[config.mk]
export PLATFORM = sky130hd
export DESIGN_NAME = oled_spi_receiver
export DESIGN_NICKNAME = d
export VERILOG_FILES = /design/src/rtl/oled_spi_receiver.sv
export SDC_FILE = /design/constraint.sdc
export NUM_CORES = 1
export LEC_CHECK = 0
export CELL_PAD_IN_SITES_DETAIL_PLACEMENT = 0
export CELL_PAD_IN_SITES_GLOBAL_PLACEMENT = 1
export CORE_ASPECT_RATIO = 1.2
export CORE_MARGIN = 3
export CORE_UTILIZATION = 44
export CTS_BUF_LIST = sky130_fd_sc_hd__clkbuf_8
export DETAILED_ROUTE_END_ITERATION = 8
export HOLD_SLACK_MARGIN = 0.1
export PLACE_DENSITY = 0.86
export SYNTH_ARGS = -nofsm -noshare
export SYNTH_HDL_FRONTEND = slang
export SYNTH_SLANG_ARGS = --single-unit
export TNS_END_PERCENT = 1
[constraint.sdc]
create_clock -name HCLK -period 2 [get_ports HCLK]
set_input_delay 0.2 -clock HCLK [delete_from_list [all_inputs] [get_ports HCLK]]
set_output_delay 0.2 -clock HCLK [all_outputs]
set_load 0.005 [all_outputs]
[src/rtl/oled_spi_receiver.sv]
// Receiver for the OLED manager's 4-wire serial bus: deserialises bytes, decodes
// SetX/SetY/SetPixel and emits one registered pixel-write strobe per 16-bit colour.
module oled_spi_receiver #(
  parameter int ColWidth = 7,
  parameter int RowWidth = 6,
  parameter int ColMax   = 95,
  parameter int RowMax   = 63
) (
  input  logic                HCLK,
  input  logic                HRESETn,
  input  logic                nCS,
  input  logic                DnC,
  input  logic                SDIN,
  input  logic                SCLK,
  input  logic                err_clear,
  output logic                pix_valid,
  output logic [ColWidth-1:0] pix_x,
  output logic [RowWidth-1:0] pix_y,
  output logic [15:0]         pix_colour,
  output logic                window_done,
  output logic                frame_err
);

  typedef enum logic [2:0] {
    ST_IDLE,
    ST_XSTART,
    ST_XEND,
    ST_YSTART,
    ST_YEND,
    ST_PIXHI,
    ST_PIXLO
  } state_e;

  localparam logic [7:0] CMD_SETX   = 8'h15;
  localparam logic [7:0] CMD_SETY   = 8'h75;
  localparam logic [7:0] CMD_SETPIX = 8'h5C;

  localparam logic [ColWidth-1:0] COL_END_RST = ColWidth'(ColMax);
  localparam logic [RowWidth-1:0] ROW_END_RST = RowWidth'(RowMax);
  localparam logic [ColWidth-1:0] COL_ONE     = ColWidth'(1);
  localparam logic [RowWidth-1:0] ROW_ONE     = RowWidth'(1);

  // Serial front end
  logic       sclk_q;
  logic [6:0] shift_q;
  logic [2:0] bitcnt_q;
  logic       frame_err_q;
  logic       cap_edge;
  logic       byte_vld;
  logic [7:0] rx_byte;

  assign cap_edge = SCLK & ~sclk_q & ~nCS;
  assign byte_vld = cap_edge && (bitcnt_q == 3'd7);
  assign rx_byte  = {shift_q, SDIN};

  // sclk_q resets high so a bus left with SCLK high never yields a false edge at release.
  always_ff @(posedge HCLK or negedge HRESETn) begin
    if (!HRESETn) begin
      sclk_q      <= 1'b1;
      shift_q     <= '0;
      bitcnt_q    <= '0;
      frame_err_q <= 1'b0;
    end else begin
      sclk_q <= SCLK;
      if (nCS) begin
        bitcnt_q <= '0;
      end else if (cap_edge) begin
        shift_q  <= {shift_q[5:0], SDIN};
        bitcnt_q <= bitcnt_q + 3'd1;
      end
      if (nCS && (bitcnt_q != 3'd0)) begin
        frame_err_q <= 1'b1;
      end else if (err_clear) begin
        frame_err_q <= 1'b0;
      end
    end
  end

  // Decode state, address window and cursor
  state_e              state_q, state_d;
  logic [ColWidth-1:0] x_start_q, x_start_d, x_end_q, x_end_d;
  logic [RowWidth-1:0] y_start_q, y_start_d, y_end_q, y_end_d;
  logic [ColWidth-1:0] cur_x_q, cur_x_d;
  logic [RowWidth-1:0] cur_y_q, cur_y_d;
  logic [7:0]          hi_q, hi_d;

  logic                pix_valid_q, pix_valid_d;
  logic [ColWidth-1:0] pix_x_q, pix_x_d;
  logic [RowWidth-1:0] pix_y_q, pix_y_d;
  logic [15:0]         pix_colour_q, pix_colour_d;
  logic                window_done_q, window_done_d;

  always_comb begin
    state_d       = state_q;
    x_start_d     = x_start_q;
    x_end_d       = x_end_q;
    y_start_d     = y_start_q;
    y_end_d       = y_end_q;
    cur_x_d       = cur_x_q;
    cur_y_d       = cur_y_q;
    hi_d          = hi_q;
    pix_valid_d   = 1'b0;
    pix_x_d       = pix_x_q;
    pix_y_d       = pix_y_q;
    pix_colour_d  = pix_colour_q;
    window_done_d = 1'b0;

    if (byte_vld) begin
      if (!DnC) begin
        // Commands abort whatever sequence is in progress, from any state.
        case (rx_byte)
          CMD_SETX:   state_d = ST_XSTART;
          CMD_SETY:   state_d = ST_YSTART;
          CMD_SETPIX: begin
            state_d = ST_PIXHI;
            cur_x_d = x_start_q;
            cur_y_d = y_start_q;
          end
          default:    state_d = ST_IDLE;
        endcase
      end else begin
        case (state_q)
          ST_XSTART: begin
            x_start_d = rx_byte[ColWidth-1:0];
            state_d   = ST_XEND;
          end
          ST_XEND: begin
            x_end_d = rx_byte[ColWidth-1:0];
            state_d = ST_IDLE;
          end
          ST_YSTART: begin
            y_start_d = rx_byte[RowWidth-1:0];
            state_d   = ST_YEND;
          end
          ST_YEND: begin
            y_end_d = rx_byte[RowWidth-1:0];
            state_d = ST_IDLE;
          end
          ST_PIXHI: begin
            hi_d    = rx_byte;
            state_d = ST_PIXLO;
          end
          ST_PIXLO: begin
            pix_valid_d   = 1'b1;
            pix_x_d       = cur_x_q;
            pix_y_d       = cur_y_q;
            pix_colour_d  = {hi_q, rx_byte};
            window_done_d = (cur_x_q == x_end_q) && (cur_y_q == y_end_q);
            state_d       = ST_PIXHI;
            // Equality-only wrap lets a reversed window roll through the maximum.
            if (cur_x_q == x_end_q) begin
              cur_x_d = x_start_q;
              cur_y_d = (cur_y_q == y_end_q) ? y_start_q : cur_y_q + ROW_ONE;
            end else begin
              cur_x_d = cur_x_q + COL_ONE;
            end
          end
          default: state_d = ST_IDLE;
        endcase
      end
    end
  end

  always_ff @(posedge HCLK or negedge HRESETn) begin
    if (!HRESETn) begin
      state_q       <= ST_IDLE;
      x_start_q     <= '0;
      x_end_q       <= COL_END_RST;
      y_start_q     <= '0;
      y_end_q       <= ROW_END_RST;
      cur_x_q       <= '0;
      cur_y_q       <= '0;
      hi_q          <= '0;
      pix_valid_q   <= 1'b0;
      pix_x_q       <= '0;
      pix_y_q       <= '0;
      pix_colour_q  <= '0;
      window_done_q <= 1'b0;
    end else begin
      state_q       <= state_d;
      x_start_q     <= x_start_d;
      x_end_q       <= x_end_d;
      y_start_q     <= y_start_d;
      y_end_q       <= y_end_d;
      cur_x_q       <= cur_x_d;
      cur_y_q       <= cur_y_d;
      hi_q          <= hi_d;
      pix_valid_q   <= pix_valid_d;
      pix_x_q       <= pix_x_d;
      pix_y_q       <= pix_y_d;
      pix_colour_q  <= pix_colour_d;
      window_done_q <= window_done_d;
    end
  end

  assign pix_valid   = pix_valid_q;
  assign pix_x       = pix_x_q;
  assign pix_y       = pix_y_q;
  assign pix_colour  = pix_colour_q;
  assign window_done = window_done_q;
  assign frame_err   = frame_err_q;

endmodule
# Yosys cells after proc, flatten, opt, wreduce, memory -nomap -nowiden
# Index checks and enable logic that the tools add are counted.
[totals]
reg_bits = 93
latchBits = 0
ramBits = 0
mem_bits_ro = 0
input_bits = 7
elab_cells = 76
n_memories = 0
[op_classes]
n_addsub = 3
multipliers = 0
n_div = 0
order_cmp = 0
n_eq_ne = 14
shifts = 0
n_mux = 22
n_bitwise = 4
reduce_logical = 16
[ops]
columns = ["operator", "count"]
rows = [
  ["6-bit two-way mux", 5],
  ["7-bit two-way mux", 4],
  ["3-bit AND reduction", 7],
  ["8-bit by 7-bit == test with 1-bit output (second input constant)", 2],
  ["3-bit == test (second input constant)", 4],
  ["3-bit case mux with 4 select lines", 1],
  ["3-bit two-way mux", 3],
  ["3-bit case mux with 3 select lines", 1],
  ["8-bit by 5-bit == test with 1-bit output (second input constant)", 1],
  ["1-bit two-way mux", 8],
  ["7-bit by 1-bit adder with 7-bit output (second input constant)", 1],
  ["7-bit == test", 1],
  ["6-bit by 1-bit adder with 6-bit output (second input constant)", 1],
  ["3-bit by 2-bit == test with 1-bit output (second input constant)", 2],
  ["6-bit == test", 1],
  ["2-bit nonzero test", 3],
  ["2-bit by 1-bit != test with 1-bit output (second input constant)", 2],
  ["4-bit AND reduction", 1],
  ["3-bit by 1-bit adder with 3-bit output (second input constant)", 1],
  ["3-bit by 1-bit == test with 1-bit output (second input constant)", 1],
  ["1-bit logical AND", 3],
  ["3-bit nonzero test", 1],
  ["1-bit bitwise AND", 2],
  ["1-bit inverter", 2],
  ["2-bit AND reduction", 1],
]

# Logic depth before layout (Yosys ltp)
# Gate-level depths: netlist (run 1).
[logic_depth]
word_depth = 5
ltp_mapped = 9
ltp_nobuf = 7

# Least setup slack after synthesis (run 1)
# Ideal clock, no wire load.
[synth_timing]
path_type = "register -> register"
start = "register y_end_q[5]"
end = "register cur_y_q[4]"
setup_time_ps = 125
t_arrival_ps = 1828
t_required_ps = 1875
slack_ps = 47
path_stages_with_launch = 7
period_less_slack_ps = 1953
path_cell_list = "dfstp_2 > xor2_1 > nor4_1 > a31o_2 > buf_2 > mux2_2 > mux2_2"
[synth_between]
elab_chain_len = 5
[synth_lines]
columns = ["item", "line_no", "source"]
rows = [
  ["from (decl)", "82", "logic [RowWidth-1:0] y_start_q, y_start_d, y_end_q, y_end_d;"],
  ["from (signal assigned)", "184", "y_end_q <= y_end_d;"],
  ["6-bit == test", "153", "cur_y_d = (cur_y_q == y_end_q) ? y_start_q : cur_y_q + ROW_ONE;"],
  ["6-bit two-way mux", "153", ""],
  ["6-bit two-way mux", "151", "if (cur_x_q == x_end_q) begin"],
  ["6-bit two-way mux", "122", "case (state_q)"],
  ["6-bit two-way mux", "109", "if (!DnC) begin"],
  ["to (signal assigned)", "186", "cur_y_q <= cur_y_d;"],
  ["to (decl)", "84", "logic [RowWidth-1:0] cur_y_q, cur_y_d;"],
]
# No other way between the ends. The select of a mux whose other input is x is not followed.
# A chain may end at the register's enable or synchronous reset.

# Final worst setup path (run 1)
[layout_timing]
start = "register bitcnt_q[1]"
end = "register y_end_q[0]"
[layout_between]
elab_chain_len = 3
[layout_lines]
columns = ["item", "line_no", "source"]
rows = [
  ["from (decl)", "46", "logic [2:0] bitcnt_q;"],
  ["from (signal assigned)", "69", "bitcnt_q <= bitcnt_q + 3'd1;"],
  ["3-bit == test", "53", "assign byte_vld = cap_edge && (bitcnt_q == 3'd7);"],
  ["1-bit logical AND", "53", ""],
  ["3-bit AND reduction (no source line)", "n/a", ""],
]
# No other way between the ends.

==> results of run 1 <==
==> synth_stat cells, types with 2 or more instances <==
| cell | number | area share [%] |
|---|---|---|
| nor2b_1 | 5 | 0.74 |
| nand2b_1 | 2 | 0.30 |
| xnor2_1 | 11 | 2.3 |
| o21ai_0 | 11 | 1.3 |
| ha_1 | 5 | 1.5 |
| buf_4 | 4 | 0.71 |
| mux2_2 | 68 | 18 |
| a22oi_1 | 6 | 1.1 |
| clkbuf_1 | 3 | 0.27 |
| nand3_1 | 6 | 0.71 |
| or3_1 | 2 | 0.30 |
| dfstp_2 | 13 | 8.1 |
| nor3b_2 | 2 | 0.60 |
| xor2_1 | 5 | 1.0 |
| a31oi_1 | 2 | 0.30 |
| a21oi_1 | 3 | 0.36 |
| nor2_1 | 6 | 0.54 |
| o211a_1 | 2 | 0.48 |
| a2bb2oi_1 | 2 | 0.42 |
| buf_2 | 7 | 0.83 |
| inv_1 | 11 | 0.98 |
| and3_1 | 8 | 1.2 |
| nand2_1 | 16 | 1.4 |
| mux2i_1 | 10 | 2.4 |
| nand4_1 | 2 | 0.30 |
| mux2_4 | 6 | 2.1 |
| dfrtp_1 | 80 | 48 |
==> power by group <==
| group | internal, mW | total, mW | switching (mW) |
|---|---|---|---|
| Sequential | 1.95 | 1.99 | 0.0396 |
| Combinational | 0.191 | 0.468 | 0.277 |
| Clock | 0.786 | 1.47 | 0.680 |
==> registers in the layout, indices dropped and copies added, names as in the netlist <==
| signal | count |
|---|---|
| window_done | 1 |
| shift_q | 7 |
| cur_x_q | 7 |
| frame_err | 1 |
| cur_y_q | 6 |
| pix_colour | 16 |
| hi_q | 8 |
| pix_x | 7 |
| x_end_q | 7 |
| bitcnt_q | 3 |
| sclk_q | 1 |
| state_q | 3 |
| x_start_q | 7 |
| pix_y | 6 |
| pix_valid | 1 |
| y_start_q | 6 |
| y_end_q | 6 |
==> repair_timing <==
item	4_1_cts	5_1_grt
pin swaps	1	2
setup buffers	1	1
endpoints found under the setup margin	38	48
hold buffers	1	0
gates resized for setup	3	5
endpoints found under the hold margin	45	0
==> worst reg2reg max path: cells and delay by family (launching register included) <==
family,cells,cell delay [ns]
AND/OR/NAND/NOR,3,0.90
adder cells (fa/ha/maj),2,0.32
flip-flops,1,0.38
multiplexers,1,0.36
==> final cells by class <==
| cell class | instances | area (µm²) |
|---|---|---|
| fillers | 755 | 3921 |
| flip-flops and latches | 93 | 2344 |
| multi-input cells | 199 | 1784 |
| repair buffers | 77 | 698.2 |
| clock buffers | 11 | 151.4 |
| well taps | 120 | 150.1 |
| clock inverters | 5 | 86.33 |
| inverters | 11 | 41.29 |
==> cells by family after synthesis <==
logic type / after synthesis
muxes: 84
DFF: 93
and+or+nand+nor: 62
xor gates and xnor gates: 16
buffers and inverters: 26
adders and majority gates: 5
AOI/OAI and AO/OA: 32
==> worst min path at each step <==
stage,end,slack (ns),depth (start not counted)
2_1_floorplan,bitcnt_q[0],-0.1,0
3_3_place_gp,y_start_q[3],0.14,1
3_5_place_dp,y_start_q[3],0.14,1
4_1_cts,pix_y[1],0.28,2
5_1_grt,y_start_q[3],0.31,2
6_report,y_start_q[3],0.28,2
==> per-layer routing <==
metal  up-vias  GRT usage, %  share of wire (%)
met5         -             0                  0
met4         0         7.988                2.1
met3        16         3.258                3.3
met2        49         28.16                 50
met1      1409         22.79                 45
li1       1271             -                  -
==> cells in the final DEF (no fill, tap or decap), types with 2 or more instances in the layout <==
master / count
mux2_4: 8
bufinv_16: 2
dfrtp_1: 80
inv_6: 3
buf_12: 2
clkbuf_8: 11
dfstp_2: 13
nand2b_1: 2
nand4_1: 2
a21oi_1: 3
nand2_1: 15
buf_4: 37
or3_1: 2
nor2_1: 6
o211a_1: 2
nor3b_4: 2
o21ai_0: 10
ha_1: 5
mux2i_1: 10
clkdlybuf4s50_1: 37
nand3_1: 5
a31oi_1: 2
xor2_1: 4
and3_1: 8
xnor2_1: 11
mux2_2: 66
nor2b_1: 5
inv_1: 11
a22oi_1: 6
==> Implementation_results.wiki, run 1 <==
{| class="wikitable"
! Metric !! Value
|-
| Status || complete, but fails checks
|-
| Violated checks || setup timing
|-
| Finished layout cell area || 0.005255 mm²
|-
| Y dimension of the die || 113.1 µm
|-
| Register-to-register path setup slack || -0.03 ns
|-
| Peak VDD IR || 551.1 µV
|-
| Cell family contributing the most delay on the critical path || simple AND/OR/NAND/NOR gates
|-
| Utilization after layout || 57.27%
|-
| Ports placed on the boundary || 39
|-
| Area of the core || 0.009176 mm²
|-
| Overall overflow remaining after global route || 0
|-
| Num Clock Sinks || 93
|-
| Fin Setup TNS || -0.2982 ns
|-
| Ratio of cells with drive above 1 in the final layout || between 30% and 40%
|-
| Net count of the finished layout || 403
|-
| Critical Path Sink || y_end_q[0]
|-
| Buffers & Inverters on Critical Path || 0
|-
| Die Width || 95.22 µm
|-
| Total DRC errors in the routed layout || 0
|-
| Half-perimeter wire length after detailed placement || 5846 µm
|-
| Dpl ws || -0.1657 ns
|-
| Worst Hold Class || primary input to asynchronous set/reset pin
|-
| Chain of cells forming the critical path || ha_1 > ha_1 > nor3b_4 > nand3_2 > or3_1 > mux2_4
|-
| Kind of start point of the critical path || register
|-
| Worst-case setup margin in the final layout || -0.03141 ns
|-
| Average detailed-routed wire length per instance || 16.61 µm
|-
| Critical path launch point || bitcnt_q[1]
|-
| Buffer type at the clock tree root || clkbuf_8
|-
| Placed cell count || 497
|-
| Fraction of the mapped netlist area in compound gates || 5.121%
|-
| Warning count from the yosys run || 0
|-
| Number of hold-slack violations in the final timing report || 0
|-
| Fin cells || 516
|-
| Final setup fails || 31
|-
| Count of distinct cell types in the synthesized netlist || 47
|-
| Leak Pwr || 2.557 nW
|-
| Router iterations before antenna repair || 4
|-
| Initial core utilization || 45.80%
|-
| Destination of the worst register-to-register timing path || y_end_q[0]
|-
| Min Hold Slack || around 0.28 ns
|-
| Maximum operating frequency || a little under 0.5 GHz
|-
| Growth of design area from synthesis to finish || 25.04%
|-
| Placer's final routability congestion estimate || 0.7822
|-
| Worst-case reg-to-reg path depth || 6
|-
| Antenna Nets Post-Route || 0
|-
| Critical path's most frequent cell || ha_1
|-
| CTS buffer count || 9
|-
| Net count after synthesis || 330
|-
| Power density relative to cell area || 745.9 mW/mm²
|-
| Min Clock Period, post-route || 2.031 ns
|-
| Vias in the first global route || 2877
|-
| Power, Total || 3.920 mW
|-
| Mux contribution to synthesized area || between 20% and 30%
|-
| Gate count of the mapped netlist || 318
|-
| Deepest level of the CTS H-tree || 3
|-
| Layout Skew || roughly 0.011 ns
|-
| CTS tree || yes
|-
| Largest family of logic cells by synthesized area || multiplexers
|-
| Die Outline Area || 0.01077 mm²
|-
| Final wirelength || 8569 µm
|-
| Fraction of the mapped netlist area in simple logic gates || ~8.6%
|-
| Startpoint-to-endpoint class of the critical path || register to register
|-
| Max Fanout on Critical Path || 6
|-
| Clock insertion delay at the later pin of the skew report || between 0.3 and 0.4 ns
|-
| Startpoint of the lowest-slack register-to-register path || bitcnt_q[1]
|-
| Crit path depth || 6
|-
| Via count || 2745
|-
| Slowest library cell on the worst path || or3_1
|-
| Maximum number of pins on one net before global-route repair || 44
|-
| Critical Path Max Stage Delay || 0.53 ns
|-
| Number of enable-type register cells in the synthesized netlist || 0
|-
| MaxCap Viol Count || 0
|-
| Number of antenna violations at the first check in global routing || 0
|-
| Area after detailed placement || 0.004951 mm²
|-
| Post-synthesis share of cell area spent on xor and xnor gates || 3.334%
|-
| Post-Synthesis Cell Area || 0.004203 mm²
|-
| Core Rows || 38
|-
| Adder-cell share of the synthesized area || 1.489%
|-
| Rel. slew slack || between 70 and 80%
|-
| Setup repair after global routing missed its margin || true
|-
| Synthesized flop and latch total || 93
|-
| Share of synthesized registers carrying an async set or reset || 100.0%
|-
| Mean Syn Cell Area || 13.22 µm²
|-
| Dominant synthesized flop cell || dfrtp_1
|-
| Final number of max-transition violations || 0
|-
| Global-route wire length before repair || 14410 µm
|-
| Count of input and output buffers || 38
|-
| Clock-pin transition on the worst setup and hold timing paths || 0.09 ns
|-
| Data arrival at the endpoint of the critical path || 2.33 ns
|-
| Violation count after the first detailed-routing iteration || between 100 and 150
|-
| Sort of element at the end of the critical path || register
|-
| Fraction of the yosys area taken by sequential cells || around 56%
|-
| Final cycle utilization of the critical path || 101.6%
|-
| Buffer depth of the longest clock path || 2
|-
| Ant. Diodes || 0
|-
| Average via count per standard cell || around 5.3
|-
| GR Util All Layers || 17.50%
|-
| Worst slew pin tran || 0.4110 ns
|-
| Crit path required time || 2.30 ns
|}
Note: power is estimated with default switching activity, not from simulation.
==> run 2: changes to the inputs <==
--- a/config.mk
+++ b/config.mk
@@ -14,6 +14,7 @@
 export DETAILED_ROUTE_END_ITERATION = 8
 export HOLD_SLACK_MARGIN = 0.1
 export PLACE_DENSITY = 0.86
+export SKIP_LAST_GASP = 1
 export SYNTH_ARGS = -nofsm -noshare
 export SYNTH_HDL_FRONTEND = slang
 export SYNTH_SLANG_ARGS = --single-unit
==> Implementation_results.wiki, run 2 (synthesis results as in run 1) <==
{| class="wikitable"
! Metric !! Value
|-
| MaxCap Viol Count || 0
|-
| Power density relative to cell area || 749.3 mW/mm²
|-
| Sort of element at the end of the critical path || register
|-
| Chain of cells forming the critical path || ha_1 > ha_1 > nor3b_4 > nand3_2 > nor3b_4 > buf_12 > mux2_2
|-
| Average via count per standard cell || 5.320
|-
| Leak Pwr || 2.545 nW
|-
| Fill count || 762
|-
| Global-route wire length before repair || 14430 µm
|-
| Area after detailed placement || 0.004951 mm²
|-
| Destination of the worst register-to-register timing path || pix_colour[1]
|-
| Top library cells by usage in the layout, fill and taps aside || dfrtp_1 (80), mux2_2 (68), clkdlybuf4s50_1 (37)
|-
| Fin Setup TNS || -0.8255 ns
|-
| Area occupied by multi-input gates || 0.001760 mm²
|-
| Layout Skew || 0.01026 ns
|-
| Clock insertion delay at the later pin of the skew report || 0.36 ns
|-
| Startpoint-to-endpoint class of the critical path || register to register
|-
| Average detailed-routed wire length per instance || 16.61 µm
|-
| Dpl ws || -0.1657 ns
|-
| Max FFs per register || 16
|-
| Worst slew pin tran || slightly above 0.4 ns
|-
| Worst-case reg-to-reg path depth || 7
|-
| Rel. slew slack || 72.89%
|-
| Register-to-register path setup slack || -0.03 ns
|-
| Cell family contributing the most delay on the critical path || simple AND/OR/NAND/NOR gates
|-
| Placer's final routability congestion estimate || 0.7822
|-
| CTS tree || yes
|-
| Final number of max-transition violations || 0
|-
| Crit path required time || 2.25 ns
|-
| Violated checks || setup timing
|-
| Setup repair after global routing missed its margin || true
|-
| Seq. cell area || 0.002344 mm²
|-
| Most common cell after layout, fill and taps aside || dfrtp_1
|-
| Startpoint of the lowest-slack register-to-register path || bitcnt_q[1]
|-
| Area of the core || 0.009176 mm²
|-
| Ports placed on the boundary || 39
|-
| Net count of the finished layout || 402
|-
| Growth of design area from synthesis to finish || 24.29%
|-
| Peak VDD IR || 550.0 µV
|-
| Min Clock Period, post-route || a little over 2 ns
|-
| Count of input and output buffers || 38
|-
| Ant. Diodes || 0
|-
| Via count || 2740
|-
| Y dimension of the die || 113.1 µm
|-
| Vias in the first global route || 2884
|-
| Buffers & Inverters on Critical Path || 1
|-
| Number of hold-slack violations in the final timing report || 0
|-
| Deepest level of the CTS H-tree || 3
|-
| Worst Hold Class || primary input to asynchronous set/reset pin
|-
| Total DRC errors in the routed layout || 0
|-
| Maximum number of pins on one net before global-route repair || 44
|-
| Violation count after the first detailed-routing iteration || 107
|-
| Initial core utilization || 45.80%
|-
| Core Rows || 38
|-
| Number of antenna violations at the first check in global routing || 0
|-
| Buffer type at the clock tree root || clkbuf_8
|-
| Num Clock Sinks || 93
|-
| Min Hold Slack || 0.2854 ns
|-
| GR Util All Layers || 17.52%
|-
| Die Outline Area || roughly 0.011 mm²
|-
| Slowest library cell on the worst path || dfrtp_1
|-
| Clock-pin transition on the worst setup and hold timing paths || approximately 0.090 ns
|-
| Status || complete, but fails checks
|-
| Maximum operating frequency || 0.4923 GHz
|-
| Die Width || 95.22 µm
|-
| Half-perimeter wire length after detailed placement || between 5000 and 6000 µm
|-
| Overall overflow remaining after global route || 0
|-
| Antenna Nets Post-Route || 0
|-
| Final setup fails || 35
|-
| Ratio of cells with drive above 1 in the final layout || ~37%
|-
| Kind of start point of the critical path || register
|-
| Max Fanout on Critical Path || 23
|-
| Data arrival at the endpoint of the critical path || 2.28 ns
|-
| CTS buffer count || 9
|-
| Critical Path Max Stage Delay || ~0.38 ns
|-
| Worst-case setup margin in the final layout || -0.03138 ns
|-
| Buffer depth of the longest clock path || 2
|-
| Final wirelength || 8552 µm
|-
| Router iterations before antenna repair || 4
|-
| Finished layout cell area || ~0.0052 mm²
|-
| Final cycle utilization of the critical path || 101.6%
|}
-- run 2: changes by cell type in the layout (fill, tap and decap cells not counted), sizes merged --
cell	before	now
buf	39	38
-- run 2: worst max path at each step --
stage,slack (ns),to,from,cells after the start
2_1_floorplan,0.05,cur_y_q[4],y_end_q[5],6
3_3_place_gp,-0.14,y_end_q[1],SCLK,6
3_5_place_dp,-0.17,y_end_q[4],SCLK,6
4_1_cts,-0.07,y_end_q[2],bitcnt_q[1],6
5_1_grt,-0.14,pix_x[1],bitcnt_q[1],7
6_report,-0.03,pix_colour[1],bitcnt_q[1],7
-- run 2: stage by stage --
step,cells,power [mW],util (%)
2_1_floorplan,318,2.209,-
3_3_place_gp,497,2.476,53.95
3_5_place_dp,497,2.483,53.95
4_1_cts,515,3.963,56.74
5_1_grt,515,4.074,56.93
6_report,515,3.914,56.93
-- run 2: power by group --
part | switching [mW] | internal (mW)
sequential | 0.0393 | 1.95
clock | 0.677 | 0.786
combinational | 0.275 | 0.191
-- run 2: cell type report --
type,count,area share [%]
Multi-Input combinational cell,199,33.70
Inverter,11,0.7904
Sequential cell,93,44.86
Timing Repair Buffer,76,13.22
Tap cell,120,2.874
Clock inverter,5,1.653
Clock buffer,11,2.898
-- run 2: what timing repair did --
action,4_1_cts,5_1_grt
endpoints found under the setup margin,38,54
pin swaps,1,3
resized for setup,0,3
hold buffers,1,0
hold endpoints to repair,45,0
buffers inserted,1,0
-- run 2: layer usage --
layer / GRT usage, % / part of all wire [%]
met1: 22.84 / 45
met2: 28.16 / 50
met3: 3.258 / 2.7
met4: 7.988 / 2.3
met5: 0 / 0
==> run 3: changes to the inputs <==
--- a/config.mk
+++ b/config.mk
@@ -11,6 +11,7 @@
 export CORE_MARGIN = 3
 export CORE_UTILIZATION = 44
 export CTS_BUF_LIST = sky130_fd_sc_hd__clkbuf_8
+export CTS_CLUSTER_DIAMETER = 60
 export DETAILED_ROUTE_END_ITERATION = 8
 export HOLD_SLACK_MARGIN = 0.1
 export PLACE_DENSITY = 0.86
==> results of run 3 <==
The final DEF is identical to that of run 2; final timing and power are the same.
